$ cat src/rtl/seq_pattern_tx_if.sv
// Control/data bundle between a pattern-transmitter client and seq_pattern_tx.
// master = client driving requests; slave = the transmitter.
interface seq_pattern_tx_if #(
  parameter int PAT_W = 4,
  parameter int GAP_W = 4,
  parameter int REP_W = 8
);
  logic             start;
  logic             stop;
  logic [PAT_W-1:0] pat_in;
  logic [REP_W-1:0] rep_in;
  logic [GAP_W-1:0] gap_in;
  logic             dout;
  logic             dout_vld;
  logic             busy;
  logic             done;

  modport master (
    output start, stop, pat_in, rep_in, gap_in,
    input  dout, dout_vld, busy, done
  );

  modport slave (
    input  start, stop, pat_in, rep_in, gap_in,
    output dout, dout_vld, busy, done
  );
endinterface

$ cat src/rtl/seq_pattern_tx.sv
// Serial pattern transmitter: shifts a captured pattern out MSB first, with
// programmable repeat count (0 = continuous) and idle gap between repetitions.
module seq_pattern_tx #(
  parameter int PAT_W = 4,
  parameter int GAP_W = 4,
  parameter int REP_W = 8
) (
  input  logic             clk,
  input  logic             clr,
  seq_pattern_tx_if.slave  bus
);
  localparam int CNT_W = (PAT_W > 2) ? $clog2(PAT_W) : 1;
  localparam logic [CNT_W-1:0] LAST_BIT = CNT_W'(PAT_W - 1);

  typedef enum logic [1:0] {IDLE, SHIFT, GAP, DONE} state_e;

  state_e           state_q, state_d;
  logic [PAT_W-1:0] shreg_q, shreg_d;
  logic [PAT_W-1:0] pat_q, pat_d;
  logic [GAP_W-1:0] gap_reg_q, gap_reg_d;
  logic [GAP_W-1:0] gap_cnt_q, gap_cnt_d;
  logic [REP_W-1:0] rep_cnt_q, rep_cnt_d;
  logic [CNT_W-1:0] bit_cnt_q, bit_cnt_d;

  always_ff @(posedge clk or posedge clr) begin
    if (clr) begin
      state_q   <= IDLE;
      shreg_q   <= '0;
      pat_q     <= '0;
      gap_reg_q <= '0;
      gap_cnt_q <= '0;
      rep_cnt_q <= '0;
      bit_cnt_q <= '0;
    end else begin
      state_q   <= state_d;
      shreg_q   <= shreg_d;
      pat_q     <= pat_d;
      gap_reg_q <= gap_reg_d;
      gap_cnt_q <= gap_cnt_d;
      rep_cnt_q <= rep_cnt_d;
      bit_cnt_q <= bit_cnt_d;
    end
  end

  always_comb begin
    state_d   = state_q;
    shreg_d   = shreg_q;
    pat_d     = pat_q;
    gap_reg_d = gap_reg_q;
    gap_cnt_d = gap_cnt_q;
    rep_cnt_d = rep_cnt_q;
    bit_cnt_d = bit_cnt_q;
    case (state_q)
      IDLE: begin
        if (bus.start) begin
          pat_d     = bus.pat_in;
          shreg_d   = bus.pat_in;
          rep_cnt_d = bus.rep_in;
          gap_reg_d = bus.gap_in;
          bit_cnt_d = LAST_BIT;
          state_d   = SHIFT;
        end
      end
      SHIFT: begin
        shreg_d   = {shreg_q[PAT_W-2:0], 1'b0};
        bit_cnt_d = bit_cnt_q - CNT_W'(1);
        if (bit_cnt_q == '0) begin
          // rep_cnt==0 means continuous, so it is held rather than wrapped
          if (rep_cnt_q != '0) rep_cnt_d = rep_cnt_q - REP_W'(1);
          if (rep_cnt_q == REP_W'(1) || bus.stop) begin
            state_d = DONE;
          end else if (gap_reg_q == '0) begin
            shreg_d   = pat_q;
            bit_cnt_d = LAST_BIT;
          end else begin
            gap_cnt_d = gap_reg_q - GAP_W'(1);
            state_d   = GAP;
          end
        end
      end
      GAP: begin
        if (bus.stop) begin
          state_d = DONE;
        end else if (gap_cnt_q == '0) begin
          shreg_d   = pat_q;
          bit_cnt_d = LAST_BIT;
          state_d   = SHIFT;
        end else begin
          gap_cnt_d = gap_cnt_q - GAP_W'(1);
        end
      end
      DONE:    state_d = IDLE;
      default: state_d = IDLE;
    endcase
  end

  // Outputs decode straight from registered state, so clr clears them at once
  assign bus.dout     = (state_q == SHIFT) & shreg_q[PAT_W-1];
  assign bus.dout_vld = (state_q == SHIFT);
  assign bus.busy     = (state_q != IDLE);
  assign bus.done     = (state_q == DONE);
endmodule

$ cat src/flat_wrapper.sv
// flat-port wrapper written by rule: the top's interface ports become plain ports
module seq_pattern_tx_flat 
#(
  parameter int PAT_W = 4,
  parameter int GAP_W = 4,
  parameter int REP_W = 8
)
  (clk, clr, bus_start, bus_stop, bus_pat_in, bus_rep_in, bus_gap_in, bus_dout, bus_dout_vld, bus_busy, bus_done);
  seq_pattern_tx_if #(.PAT_W(PAT_W), .GAP_W(GAP_W), .REP_W(REP_W)) bus_i ();
  input  logic clk;
  input  logic clr;
  input wire logic [$bits(bus_i.start)-1:0] bus_start;
  input wire logic [$bits(bus_i.stop)-1:0] bus_stop;
  input wire logic [$bits(bus_i.pat_in)-1:0] bus_pat_in;
  input wire logic [$bits(bus_i.rep_in)-1:0] bus_rep_in;
  input wire logic [$bits(bus_i.gap_in)-1:0] bus_gap_in;
  output wire logic [$bits(bus_i.dout)-1:0] bus_dout;
  output wire logic [$bits(bus_i.dout_vld)-1:0] bus_dout_vld;
  output wire logic [$bits(bus_i.busy)-1:0] bus_busy;
  output wire logic [$bits(bus_i.done)-1:0] bus_done;
  assign bus_i.start = bus_start;
  assign bus_i.stop = bus_stop;
  assign bus_i.pat_in = bus_pat_in;
  assign bus_i.rep_in = bus_rep_in;
  assign bus_i.gap_in = bus_gap_in;
  assign bus_dout = bus_i.dout;
  assign bus_dout_vld = bus_i.dout_vld;
  assign bus_busy = bus_i.busy;
  assign bus_done = bus_i.done;
  seq_pattern_tx #(.PAT_W(PAT_W), .GAP_W(GAP_W), .REP_W(REP_W)) u_core (.clk(clk), .clr(clr), .bus(bus_i));
endmodule
$ cat config.mk
export PLATFORM = sky130hd
export DESIGN_NAME = seq_pattern_tx_flat
export DESIGN_NICKNAME = d
export VERILOG_FILES = /design/src/rtl/seq_pattern_tx_if.sv /design/src/rtl/seq_pattern_tx.sv /design/src/flat_wrapper.sv
export SDC_FILE = /design/constraint.sdc
export NUM_CORES = 1
export LEC_CHECK = 0
export ABC_AREA = 1
export CORE_MARGIN = 2
export CORE_UTILIZATION = 42
export CTS_CLUSTER_SIZE = 8
export DETAILED_ROUTE_END_ITERATION = 7
export PLACE_DENSITY = 0.62
export SLEW_MARGIN = 5
export SYNTH_ARGS = -nofsm -noshare
export SYNTH_HDL_FRONTEND = slang
export SYNTH_SLANG_ARGS = --single-unit
export TNS_END_PERCENT = 10
$ cat constraint.sdc
create_clock -name clk -period 2.3 [get_ports clk]
set_clock_uncertainty 0.05 [all_clocks]
set_input_delay 0.23 -clock clk [delete_from_list [all_inputs] [get_ports clk]]
set_output_delay 0.23 -clock clk [all_outputs]
set_load 0.02 [all_outputs]
==> results.ini <==
[outcome]
status = finished clean

[routing]
first_pass_iters = 4
post-route-drc-count = 0
postRouteWirelength_um = 3830
first_iter_violations = 94
vias = 1609
viasPerCell = 4.97
ant_nets = 0
avgRoutedWirePerCell_um = 11.8

[timing]
setup_viol = 0
period_share = 0.923
fmax_mhz = 471
fin_crit_ns = 2.12
rsz0062_at_grt = no
tightest_slew_ns = 0.469
final-hold-violation-count = 0
relSlewSlack = 0.686
final_max_slew_viol_count = 0
setup_tns_ns = 0

[placement]
portBuffers = 23
gp_congestion = 0.885
post_dp_cell_area_sq_um = 2160
dp_hpwl_um = 2880

[synth]
synth_top_area_cell = dfrtp_1
synth.top_cell.area_share = 0.372
syn_inst = 249
synth_nets = 280
synth-edff-count = 0
synthFlopType = dfrtp_1
yosysMostFrequentCell = nand2_1
synth_cell_types = 37
synth_common_cells = nand2_1, inv_1, dfrtp_1, nor2_1, a21oi_1
synth_seq_area_share = 0.372
synth-warning-count = 0
synthArstFlopShare = 1.00
syn-cell-area_sq_um = 1890
synthTopCellsByArea = dfrtp_1, nand2_1, ha_1
syn_area_per_cell_sq_um = 7.57
ys_ff_latch = 28

[power_and_ir_drop]
p_leak_nw = 1.07
swShare = 0.476
seq_power_share = 0.298
p_total_mw = 3.04
combinationalPowerShare = 0.615
p_clk_frac = 0.087
p_per_area_nw_per_um2 = 1370
irDropWorstVdd_uv = 473
power_switching_mw = 1.45
p_int_mw = 1.59

[global_route]
grt_pass1_wl_um = 6730
antenna_found_initial = 0
grt_overflow_total = 0
grtUsageTotal = 0.163
grt_max_degree = 29
grt_pass1_vias = 1547

[setup_path]
r2r_slack_ns = 0.30
cp.required_ns = 2.02
critical_path.most_common_cell = inv_1
worstPathArrival_ns = 1.84
timing.rr.start = u_core.state_q[0]$_DFFE_PP0P_
cpPeakStageDelay_ns = 0.59
cp-end-kind = output port
critPathCapture = bus_dout
crit_path_top_delay_cell = clkdlybuf4s50_1
startpoint = u_core.state_q[1]$_DFFE_PP0P_
rr_worst_depth = 8
crit_chain = inv_1, ha_4, nand2_1, inv_1, clkdlybuf4s50_1
critPathLaunchType = flop
crit_path_max_fanout = 12
reg2reg_to = u_core.bit_cnt_q[0]$_DFFE_PP0P_
path_class = reg2out

[final_layout]
syn_to_final_growth_pct = 17.3
num_antenna_cells = 0
nFillCells = 439
final_cell_area_sq_um = 2210
drive_gt1_frac = 0.121
nets = 305

[die]
coreArea_sq_um = 4350
ios = 24
die_h_um = 71.0
die_w_um = 71.0
rows = 24
start_util = 0.433
die_area_sq_um = 5040

[clock_network]
clk_pin_slew_ns = 0.09
cts_sinks = 28
numCtsBuffers = 3
clk_latency_ns = 0.27
clk_path_buf_depth = 2
tritoncts = done
root_buffer = clkbuf_8
postCtsSetupBuffers = 0
htree_levels = 1

[hold_path]
hold_path.class = in2async

[run]
cap_violations = 0

-- per-layer routing --
| metal | GRT usage | part of all wire |
|---|---|---|
| met5 | 0 | 0 |
| met3 | 0.0242 | 0.035 |
| met4 | 0.0503 | 0.011 |
| met2 | 0.264 | 0.45 |
| met1 | 0.227 | 0.51 |
-- worst max-delay path, delay by kind of cell, from the launching register on --
family | cells | cell delay (ns)
simple gates | 1 | 0.07
buf+inv | 3 | 0.82
fa+ha+maj | 1 | 0.26
flops | 1 | 0.41
-- registers in the layout, indices dropped and copies added (netlist names) --
name / cells
u_core.shreg_q: 4
u_core.pat_q: 4
u_core.gap_reg_q: 4
u_core.state_q: 2
u_core.bit_cnt_q: 2
u_core.rep_cnt_q: 8
u_core.gap_cnt_q: 4
-- kinds of logic after synthesis --
| logic type | after synthesis | share of synthesized area |
|---|---|---|
| XOR/XNOR | 3 | 0.0139 |
| AND/OR/NAND/NOR | 105 | 0.246 |
| multiplexers | 1 | 0.00597 |
| adder cells (fa/ha/maj) | 11 | 0.0730 |
| flip-flops | 28 | 0.372 |
| buffers and inverters | 47 | 0.106 |
| AO/OA/AOI/OAI | 54 | 0.183 |
-- how the worst min path moves through the flow --
stage	end	slack (ns)	startpoint	cells after the start
2_1_floorplan	u_core.bit_cnt_q[0]$_DFFE_PP0P_	0.25	clr	1
3_3_place_gp	u_core.shreg_q[3]$_DFFE_PP0P_	0.41	u_core.shreg_q[3]$_DFFE_PP0P_	2
3_5_place_dp	u_core.shreg_q[3]$_DFFE_PP0P_	0.42	u_core.shreg_q[3]$_DFFE_PP0P_	2
4_1_cts	u_core.rep_cnt_q[1]$_DFFE_PP0P_	0.28	clr	3
5_1_grt	u_core.shreg_q[2]$_DFFE_PP0P_	0.33	clr	3
6_report	u_core.pat_q[0]$_DFFE_PP0P_	0.27	clr	3
-- layout make-up --
| type | instances | area (sq um) | share of cell area |
|---|---|---|---|
| Inverter | 41 | 154 | 0.0696 |
| Tap cell | 52 | 65.1 | 0.0294 |
| Multi-Input combinational cell | 174 | 997 | 0.451 |
| Timing Repair Buffer | 26 | 253 | 0.114 |
| Clock buffer | 3 | 41.3 | 0.0187 |
| Sequential cell | 28 | 701 | 0.317 |
-- what timing repair did --
| action | 4_1_cts | 5_1_grt |
|---|---|---|
| hold endpoints to repair | 0 | 0 |
| gates resized for setup | 1 | 1 |
| hold buffers | 0 | 0 |
| gates cloned | 0 | 0 |
| endpoints found under the setup margin | 2 | 1 |
-- placed cells by master (no fill, tap or decap), types with 2 or more instances in the layout --
cell	n
inv_1	33
o21ai_2	4
inv_2	7
nand2_2	3
xnor2_1	2
nand4_1	5
nor2_1	23
clkbuf_8	3
buf_4	3
clkdlybuf4s50_1	23
nand2_1	57
a31oi_1	2
o21ai_1	6
o211ai_2	2
nor3_2	2
nand3_1	9
a21oi_1	19
ha_1	10
o21ai_0	15
dfrtp_1	28
-- metrics by stage --
stage	hold WS, ns	setup WS (ns)	utilization	cells
final	0.266	0.176	0.508	324
after global routing	0.328	0.0567	0.508	324
after CTS	0.276	0.0612	0.505	324
after detailed placement	0.416	0.227	0.495	321
after global placement	0.414	0.270	0.495	321
after floorplan	0.245	0.508	-	249
-- power by group through the flow --
stage / clock (mW) / combinational (mW) / sequential [mW]
floorplan: 0 / 1.55 / 0.869
global placement: 0 / 1.85 / 0.906
CTS: 0.283 / 1.87 / 0.902
detailed placement: 0 / 1.86 / 0.911
finish: 0.265 / 1.87 / 0.904
global route: 0.298 / 2.16 / 0.940
(Power assumes the default switching activity.)
